## src/rtl/rca_nibble_seq_adder_pkg.sv

```systemverilog
// Shared types and constants for the nibble-serial adder.
package rca_nibble_seq_adder_pkg;

  localparam int NIBBLE_W = 4;

  typedef enum logic [1:0] {
    ST_IDLE = 2'd0,
    ST_RUN  = 2'd1,
    ST_DONE = 2'd2
  } state_e;

endpackage

```

## src/rtl/rca_nibble_seq_adder_slice.sv

```systemverilog
// Combinational 4-bit ripple carry slice, time-shared by the nibble-serial adder.
module ripple_carry_4_bit
  import rca_nibble_seq_adder_pkg::*;
(
  input  logic [NIBBLE_W-1:0] a,
  input  logic [NIBBLE_W-1:0] b,
  input  logic                cin,
  output logic [NIBBLE_W-1:0] sum,
  output logic                cout
);

  always_comb begin : ripple
    logic c;
    sum = '0;
    c   = cin;
    for (int i = 0; i < NIBBLE_W; i++) begin
      sum[i] = a[i] ^ b[i] ^ c;
      c      = (a[i] & b[i]) | (c & (a[i] ^ b[i]));
    end
    cout = c;
  end

endmodule

```

## src/rtl/rca_nibble_seq_adder.sv

```systemverilog
// WIDTH-bit adder that feeds one nibble per cycle through a shared ripple slice,
// returning sum/cout over a valid/ready handshake.
//
// state   | meaning
// --------+---------------------------------------------------------
// ST_IDLE | in_ready=1, waiting for operands
// ST_RUN  | one nibble per cycle through the slice, carry registered
// ST_DONE | out_valid=1, result held until out_ready
module rca_nibble_seq_adder
  import rca_nibble_seq_adder_pkg::*;
#(
  parameter int WIDTH = 16
) (
  input  logic             clk,
  input  logic             rst,
  input  logic             in_valid,
  output logic             in_ready,
  input  logic [WIDTH-1:0] a,
  input  logic [WIDTH-1:0] b,
  input  logic             cin,
  output logic             out_valid,
  input  logic             out_ready,
  output logic [WIDTH-1:0] sum,
  output logic             cout,
  output logic             busy
);

  localparam int NIBBLES = WIDTH / NIBBLE_W;
  localparam int CNT_W   = $clog2(NIBBLES);
  localparam logic [CNT_W-1:0] CNT_LAST = CNT_W'(NIBBLES - 1);

  state_e             state_q, state_d;
  logic [WIDTH-1:0]   a_sh_q, a_sh_d;
  logic [WIDTH-1:0]   b_sh_q, b_sh_d;
  logic [WIDTH-1:0]   sum_sh_q, sum_sh_d;
  logic               carry_q, carry_d;
  logic [CNT_W-1:0]   cnt_q, cnt_d;
  logic               in_ready_q, in_ready_d;
  logic               out_valid_q, out_valid_d;
  logic               busy_q, busy_d;
  logic [WIDTH-1:0]   sum_q, sum_d;
  logic               cout_q, cout_d;

  logic [NIBBLE_W-1:0] slice_sum;
  logic                slice_cout;

  ripple_carry_4_bit u_slice (
    .a    (a_sh_q[NIBBLE_W-1:0]),
    .b    (b_sh_q[NIBBLE_W-1:0]),
    .cin  (carry_q),
    .sum  (slice_sum),
    .cout (slice_cout)
  );

  always_comb begin
    state_d  = state_q;
    a_sh_d   = a_sh_q;
    b_sh_d   = b_sh_q;
    sum_sh_d = sum_sh_q;
    carry_d  = carry_q;
    cnt_d    = cnt_q;
    unique case (state_q)
      ST_IDLE: begin
        if (in_valid) begin
          a_sh_d  = a;
          b_sh_d  = b;
          carry_d = cin;
          cnt_d   = '0;
          state_d = ST_RUN;
        end
      end
      ST_RUN: begin
        sum_sh_d = {slice_sum, sum_sh_q[WIDTH-1:NIBBLE_W]};
        carry_d  = slice_cout;
        a_sh_d   = a_sh_q >> NIBBLE_W;
        b_sh_d   = b_sh_q >> NIBBLE_W;
        cnt_d    = cnt_q + CNT_W'(1);
        if (cnt_q == CNT_LAST) state_d = ST_DONE;
      end
      ST_DONE: begin
        if (out_ready) state_d = ST_IDLE;
      end
      default: state_d = ST_IDLE;
    endcase

    // Outputs are registered off the next state so they line up with it.
    in_ready_d  = (state_d == ST_IDLE);
    out_valid_d = (state_d == ST_DONE);
    busy_d      = (state_d != ST_IDLE);
    sum_d       = (state_d == ST_DONE) ? sum_sh_d : sum_q;
    cout_d      = (state_d == ST_DONE) ? carry_d : cout_q;
  end

  always_ff @(posedge clk) begin
    if (rst) begin
      state_q     <= ST_IDLE;
      a_sh_q      <= '0;
      b_sh_q      <= '0;
      sum_sh_q    <= '0;
      carry_q     <= 1'b0;
      cnt_q       <= '0;
      in_ready_q  <= 1'b1;
      out_valid_q <= 1'b0;
      busy_q      <= 1'b0;
      sum_q       <= '0;
      cout_q      <= 1'b0;
    end else begin
      state_q     <= state_d;
      a_sh_q      <= a_sh_d;
      b_sh_q      <= b_sh_d;
      sum_sh_q    <= sum_sh_d;
      carry_q     <= carry_d;
      cnt_q       <= cnt_d;
      in_ready_q  <= in_ready_d;
      out_valid_q <= out_valid_d;
      busy_q      <= busy_d;
      sum_q       <= sum_d;
      cout_q      <= cout_d;
    end
  end

  assign in_ready  = in_ready_q;
  assign out_valid = out_valid_q;
  assign busy      = busy_q;
  assign sum       = sum_q;
  assign cout      = cout_q;

endmodule

```

## config.mk

```make
export PLATFORM = sky130hd
export DESIGN_NAME = rca_nibble_seq_adder
export DESIGN_NICKNAME = d
export VERILOG_FILES = /design/src/rtl/rca_nibble_seq_adder_pkg.sv /design/src/rtl/rca_nibble_seq_adder_slice.sv /design/src/rtl/rca_nibble_seq_adder.sv
export SDC_FILE = /design/constraint.sdc
export NUM_CORES = 1
export LEC_CHECK = 0
export ABC_AREA = 1
export CAP_MARGIN = 5
export CORE_ASPECT_RATIO = 1.1
export CORE_MARGIN = 2
export CORE_UTILIZATION = 46
export CTS_BUF_LIST = sky130_fd_sc_hd__clkbuf_8
export CTS_CLUSTER_DIAMETER = 100
export DETAILED_ROUTE_END_ITERATION = 7
export PLACE_DENSITY = 0.71
export SYNTH_ARGS = -nofsm -noshare
export SYNTH_HDL_FRONTEND = slang
export SYNTH_HIERARCHICAL = 1
export SYNTH_SLANG_ARGS = --single-unit
export TNS_END_PERCENT = 10
```

## constraint.sdc

```tcl
create_clock -name clk -period 2.57 [get_ports clk]
set_clock_uncertainty 0.1 [all_clocks]
set_input_delay 0.3855 -clock clk [delete_from_list [all_inputs] [get_ports clk]]
set_output_delay 0.3855 -clock clk [all_outputs]
set_load 0.01 [all_outputs]
```

[Word level (Yosys, flattened, before mapping)]
Cells that the tools add are included.
Operators by class
  reductions and logical operators: 5
  bitwise operators: 20
  multiplexer cells: 13
  equality and inequality tests: 5
  add/sub/neg operators: 1
Operators with widths (number)
  16-bit case mux with 2 select lines: 2
  16-bit two-way mux: 3
  1-bit bitwise AND: 8
  2-bit two-way mux: 4
  1-bit bitwise XOR: 8
  2-bit equality test (second input constant): 3
  2-bit case mux with 3 select lines: 1
  2-bit logical NOT: 2
  1-bit bitwise OR: 4
  2-bit case mux with 2 select lines: 1
  2-bit nonzero test: 2
  2-bit by 1-bit adder with 2-bit output (second input constant): 1
  2-bit by 1-bit equality test with 1-bit output (second input constant): 1
  2-bit != test (second input constant): 1
  1-bit case mux with 2 select lines: 1
  2-bit AND reduction: 1
  1-bit two-way mux: 1
Word-level totals
  flip-flop bits (word level): 73
  logic and storage cells: 55
  output and inout port bits: 20
  bits of input ports: 37

[Longest topological paths before layout]
Gate-level depths: netlist of run 1.
  depth in word-level cells: 10
  mapped depth: 14
  mapped depth without buffers: 14

[Hierarchy]
The synthesis of run 1 kept the hierarchy.
By module, submodules not included
  rca_nibble_seq_adder: sequential area each 1461.4 um2, instances 1, area each 3091.7 um2, cells each 431
  ripple_carry_4_bit: sequential area each 0.0 um2, instances 1, area each 117.6 um2, cells each 14

[Least setup slack after synthesis of run 1]
OpenSTA, ideal clock, no wires.
  path kind: reg-to-reg
  start point: reg a_sh_q[0]
  end point: reg sum_q[15], in the netlist sum[15]
  stages on the path, launching flop included: 13
  library setup time: 64 ps
  arrival time: 2080 ps
  required time: 2406 ps
  setup slack: 326 ps
  cells stage by stage: dfxtp_1 fa_1 inv_1 fa_1 inv_1 fa_1 inv_1 fa_1 inv_1 o21ai_0 nand2_1 nand2_1 nor2_1
On the way
  cells in the longest elaborated chain, start to end: 9
  elaborated cells on any way between the ends: 10
  classes of those cells: mux (1); bitwise (9)
RTL lines
  start, declared: RTL line rca_nibble_seq_adder.sv:33  | logic [WIDTH-1:0] a_sh_q, a_sh_d;
  start signal, assigned: RTL line rca_nibble_seq_adder.sv:109  | a_sh_q <= a_sh_d;
  1-bit bitwise XOR: RTL line rca_nibble_seq_adder_slice.sv:18  | c = (a[i] & b[i]) | (c & (a[i] ^ b[i]));
  1-bit bitwise AND: RTL line rca_nibble_seq_adder_slice.sv:18
  1-bit bitwise OR *: RTL line rca_nibble_seq_adder_slice.sv:18
  1-bit bitwise AND *: RTL line rca_nibble_seq_adder_slice.sv:18
  1-bit bitwise OR *: RTL line rca_nibble_seq_adder_slice.sv:18
  1-bit bitwise AND *: RTL line rca_nibble_seq_adder_slice.sv:18
  1-bit bitwise OR *: RTL line rca_nibble_seq_adder_slice.sv:18
  1-bit bitwise XOR *: RTL line rca_nibble_seq_adder_slice.sv:17  | sum[i] = a[i] ^ b[i] ^ c;
  named net slice_sum[3]: RTL line rca_nibble_seq_adder.sv:44  | logic [NIBBLE_W-1:0] slice_sum;
  16-bit two-way mux *: RTL line rca_nibble_seq_adder.sv:62  | unique case (state_q)
  end signal, assigned: RTL line rca_nibble_seq_adder.sv:117  | sum_q <= sum_d;
  end, declared: RTL line rca_nibble_seq_adder.sv:41  | logic [WIDTH-1:0] sum_q, sum_d;
Mark *: on every way through the listed nets, which the timed path passes. The rest lies on a longest branch.
A chain may end at the register's enable or synchronous reset.

[Worst setup path after layout of run 1]
Same ends and word-level chain as after synthesis.

==> metrics.cfg, run 1 <==
[run_status]
status = completed

[worst_setup_path]
worstSetupPathType = reg2reg
cpPeakStageDelay_ns = 0.41
r2r_end = sum[15]
reg2reg_depth = 12
worstPathRequired_ns = 2.75
startpoint_type = flop
cp-end-kind = flop
critPathSlowestCell = fa_1
crit_arrival_ns = 2.59
reg2reg_slack_ns = 0.16
crit_chain = fa_1, inv_1, fa_1, inv_1, fa_1, inv_1, fa_1, inv_1, o21ai_0, nand2_1, nand2_1, nor2_1
r2r_start = a_sh_q[0]
cp_max_fo = 2

[sta]
setup_viol = 0
worst-slew-pin-transition_ns = 0.584
fin_ws_ns = 0.158
min_period_over_period = 0.938
tns_ns = 0
maxSlewViolCount = 0
fmax_mhz = 415
hold_viol = 0
hold-worst-slack_ns = 0.360
rsz0062_at_grt = no
post-route-min-period_ns = 2.41
slew_headroom = 0.610

[place]
post-dp-hpwl_um = 4090
io_buffer_count = 56
dp.cells = 565
gp_congestion = 0.756
pre_cts_slack_ns = 0.199
place_area_um2 = 3730

[global_routing]
overflow = 0
grt_pass1_vias = 2565
antenna_found_initial = 0
grt_util_all_layers = 0.176
grt_max_degree = 44
grt_pass1_wl_um = 11000

[drt]
via_per_inst = 4.73
postRouteWirelength_um = 6280
wl_per_cell_um = 10.8
first_pass_iters = 4
drt_iter0_markers = 116
drtAntennaViolNets = 0
drc_errors = 0
vias = 2747

[pwr]
p_int_uw = 1800
vdd_ir_drop_max_mv = 0.419
clkPwrFrac = 0.356
p_sw_frac = 0.255
p_leak_uw = 0.00174
p_sw_uw = 617
p_seq_frac = 0.510
power_density_nw_per_um2 = 617
p_comb_frac = 0.134

[clocking]
clkLatencyLatePin_ns = 0.34
post_cts_buffers = 0
cts-resized-gates = 0
clk_pin_slew_ns = 0.08
root_buffer = clkbuf_8
cts.sinks = 73
cts_hold_buffers = 0
htreeDepth = 3
clock_path_buffers = 2
cts_buffers = 9
tritoncts = done

[worst_hold_path]
hold_class = reg2reg
holdPathEnd = b_sh_q[8]
min_from = b_sh_q[12]
min_path_cells = 2

[job]
drv_cap = 0

[die]
die_w_um = 83.6
die_h_um = 91.6
die_area_um2 = 7660
io_pins = 57
fp.coreArea_um2 = 6670
initial_utilization = 0.481
num_rows = 31

[cells_and_area]
nNetsFinal = 536
antenna_cells = 0
fin_cells = 581
area_growth_syn_to_layout_pct = 22.2
drive_gt1_frac = 0.0721
design_area_um2 = 3920

[synthesis]
yosys_warnings = 6
synth.distinct_cells = 23
postSynthCellCount = 445
synth-seq-area-share = 0.455
syn-cell-area_um2 = 3210
synth_area_per_cell_um2 = 7.21
syn_nets = 487
ys_ff_latch = 73

-- logic make-up (layout without fill, tap and decap cells) --
kind of cell | Yosys count | after routing | synth area share
AOI/OAI and AO/OA | 69 | 69 | 0.119
and+or+nand+nor | 208 | 208 | 0.263
DFF | 73 | 73 | 0.455
adders and majority gates | 5 | 5 | 0.0289
buffers and inverters | 90 | 144 | 0.134
-- synthesized netlist by cell type --
library cell	number	area (um^2)
buf_2	8	40.0
clkinv_4	1	8.76
nand2_1	131	492
clkinv_1	1	3.75
nand3b_1	1	7.51
nand3_1	19	95.1
buf_6	4	45.0
inv_2	2	7.51
nand2_2	2	12.5
fa_1	4	80.1
o21ai_2	10	87.6
buf_8	2	30.0
buf_4	2	15.0
nand2_4	3	33.8
o21ai_0	23	115
buf_12	1	20.0
nor2_1	51	191
a21oi_1	36	180
dfxtp_1	73	1460
nor2_4	1	11.3
clkbuf_1	5	18.8
inv_1	64	240
ha_1	1	12.5
-- registers in the layout, summed over array words and instances (netlist names) --
| signal | cells |
|---|---|
| b_sh_q | 16 |
| state_q | 2 |
| busy | 1 |
| out_valid | 1 |
| sum_sh_q | 16 |
| sum | 16 |
| cnt_q | 2 |
| cout | 1 |
| in_ready | 1 |
| a_sh_q | 16 |
| carry_q | 1 |
-- cell type report --
class,instances,area (um^2)
Timing Repair Buffer,60,591
Sequential cell,73,1460
Fill cell,621,2750
Multi-Input combinational cell,282,1320
Inverter,68,260
Clock inverter,6,51.3
Tap cell,82,103
Clock buffer,10,138
-- through the flow --
stage	utilization	total power, uW
after floorplan	-	1490
after global placement	0.560	1580
after detailed placement	0.560	1590
after CTS	0.588	2440
after global routing	0.588	2550
final	0.588	2420
-- cells in the final DEF (no fill, tap or decap), drive strengths merged, types with 10 or more instances in the layout --
cell type,instances
inv,69
clkdlybuf4s50,56
nand2,136
a21oi,36
clkbuf,10
nand3,19
nor2,52
o21ai,33
dfxtp,73
-- power by group through the flow --
| stage | Clock [uW] | Sequential, uW | Combinational [uW] |
|---|---|---|---|
| final | 861 | 1230 | 324 |
| after detailed placement | 0 | 1260 | 326 |
| after global placement | 0 | 1260 | 322 |
| after floorplan | 0 | 1250 | 240 |
| after CTS | 881 | 1230 | 329 |
| after global routing | 933 | 1240 | 374 |
-- how the worst max path moves through the flow --
stage | cells past startpoint | slack [ns] | startpoint | to
after floorplan | 12 | 0.33 | a_sh_q[0] | sum[15]
after CTS | 12 | 0.13 | a_sh_q[0] | sum[15]
after global routing | 12 | 0.04 | a_sh_q[0] | sum[15]
after detailed placement | 12 | 0.20 | a_sh_q[0] | sum[15]
final | 12 | 0.16 | a_sh_q[0] | sum[15]
after global placement | 12 | 0.27 | a_sh_q[0] | sum[15]
-- per-layer routing --
layer  routed length, um  share of wire  GRT usage
met2                3160           0.50      0.319
met5                   0              0          0
met3                 251          0.040     0.0364
met4                 105          0.017     0.0820
met1                2760           0.44      0.195
-- critical path, delay by kind of cell, from the launching register on --
kind,cells,cell delay (ns)
adders and majority gates,4,1.34
DFF,1,0.33
buffers and inverters,4,0.26
and+or+nand+nor,3,0.23
AOI/OAI and AO/OA,1,0.10
Note: power is estimated with default switching activity, not from simulation.
==> run 2, diff against run 1 <==
MAX_ROUTING_LAYER = met4   (was default)
==> metrics.cfg, run 2 (synthesis results as in run 1) <==
[worst_setup_path]
cpPeakStageDelay_ns = 0.41  ; about the same
crit_chain = fa_1, inv_1, fa_1, inv_1, fa_1, inv_1, fa_1, inv_1, o21ai_0, nand2_1, nand2_1, nor2_1
crit_arrival_ns = 2.60  ; about the same
worstPathRequired_ns = 2.75  ; about the same
startpoint_type = flop
path_buf_inv = 4  ; unchanged
cp-end-kind = flop
cp_max_fo = 2  ; unchanged
critPathSlowestCell = fa_1
worstSetupPathType = reg2reg
crit_family = adder cells

[sta]
hold_viol = 0  ; unchanged
post-route-min-period_ns = 2.42  ; +0.00579 ns
min_period_over_period = 0.941  ; +0.00225
slew_headroom = 0.616  ; +0.00584
maxSlewViolCount = 0  ; unchanged
rsz0062_at_grt = no
tns_ns = 0  ; unchanged
fmax_mhz = 414  ; -0.24%
hold-worst-slack_ns = 0.360  ; +0.000141 ns
worst-slew-pin-transition_ns = 0.575  ; -0.00874 ns
setup_viol = 0  ; unchanged

[cells_and_area]
area_growth_syn_to_layout_pct = 22.2  ; unchanged
fin_cells = 581  ; unchanged
final_common_cell = nand2_1
n_fill_cell = 621  ; unchanged
drive_gt1_frac = 0.0721  ; unchanged
nNetsFinal = 536  ; unchanged
antenna_cells = 0  ; unchanged
layout_common_cells = nand2_1 (131), dfxtp_1 (73), inv_1 (67)

[clocking]
cts-resized-gates = 0  ; unchanged
root_buffer = clkbuf_8
cts_buffers = 9  ; unchanged
htreeDepth = 3  ; unchanged
post_cts_buffers = 0  ; unchanged
clk_pin_slew_ns = 0.08  ; about the same
clkLatencyLatePin_ns = 0.34  ; about the same
clock_path_buffers = 2  ; unchanged
cts_hold_buffers = 0  ; unchanged
tritoncts = done
cts.sinks = 73  ; unchanged

[die]
die_w_um = 83.6  ; unchanged
num_rows = 31  ; unchanged
die_area_um2 = 7660  ; unchanged
initial_utilization = 0.481  ; unchanged
fp.coreArea_um2 = 6670  ; unchanged
die_h_um = 91.6  ; unchanged
io_pins = 57  ; unchanged

[worst_hold_path]
hold_class = reg2reg

[pwr]
vdd_ir_drop_max_mv = 0.419  ; about the same
total_power_uw = 2420  ; about the same
p_leak_uw = 0.00174  ; unchanged
power_density_nw_per_um2 = 617  ; about the same

[drt]
via_per_inst = 4.71  ; -0.33%
wl_per_cell_um = 10.8  ; -0.45%
drt_iter0_markers = 116  ; unchanged
postRouteWirelength_um = 6250  ; -0.45%
drtAntennaViolNets = 0  ; unchanged
drc_errors = 0  ; unchanged
vias = 2738  ; -0.33%
first_pass_iters = 4  ; unchanged

[place]
io_buffer_count = 56  ; unchanged
dp.cells = 565  ; unchanged
post-dp-hpwl_um = 4090  ; unchanged
gp_congestion = 0.766  ; +1.3%

[global_routing]
antenna_found_initial = 0  ; unchanged
grt_pass1_wl_um = 11000  ; about the same
grt_max_degree = 44  ; unchanged
grt_pass1_vias = 2564  ; -0.039%
overflow = 0  ; unchanged
grt_util_all_layers = 0.181  ; +0.00492

[run_status]
status = completed

[job]
drv_cap = 0  ; unchanged

run 2: cell counts in the layout (fill, tap and decap cells not counted):
Identical to the previous run, type by type.
run 2: tightest hold or removal path: cells and delay by family (launching register included):
family / cells / cell delay (ns)
AND/OR/NAND/NOR: 1 / 0.06
flip-flops: 1 / 0.31
AO/OA/AOI/OAI: 1 / 0.05
run 2: where the power goes:
part,total (uW),internal [uW],switching (uW)
Sequential,1230,1200,36.4
Clock,859,461,398
Combinational,325,144,180
run 2: area by class of cell:
| class | count | area [um^2] | share of cell area |
|---|---|---|---|
| inverter | 68 | 260 | 0.0663 |
| clock buffer | 10 | 138 | 0.0351 |
| sequential | 73 | 1460 | 0.373 |
| clock inverter | 6 | 51.3 | 0.0131 |
| tap | 82 | 103 | 0.0262 |
| multi-input combinational | 282 | 1320 | 0.336 |
| timing repair buffer | 60 | 591 | 0.151 |
run 2: through the flow:
step | setup WS (ns) | utilization | instance area [um^2]
2_1_floorplan | 0.326 | - | 3210
3_3_place_gp | 0.273 | 0.560 | 3730
3_5_place_dp | 0.199 | 0.560 | 3730
4_1_cts | 0.130 | 0.588 | 3920
5_1_grt | 0.0435 | 0.588 | 3920
6_report | 0.153 | 0.588 | 3920
run 2: metal layers:
metal	GRT usage	vias to the layer above	wire (um)
li1	-	1450	-
met4	0.0820	0	94
met3	0.0364	9	257
met2	0.319	54	3110
met5	-	-	0
met1	0.195	1225	2790
run 2: path summary, 6_finish.rpt:
kind	startpoint	endpoint	slack [ns]	cells past startpoint
worst max-delay path	a_sh_q[0]	sum[15]	0.15	12
worst min-delay path	b_sh_q[12]	b_sh_q[8]	0.36	2
worst max register to register	a_sh_q[0]	sum[15]	0.15	12
worst min register to register	b_sh_q[12]	b_sh_q[8]	0.36	2
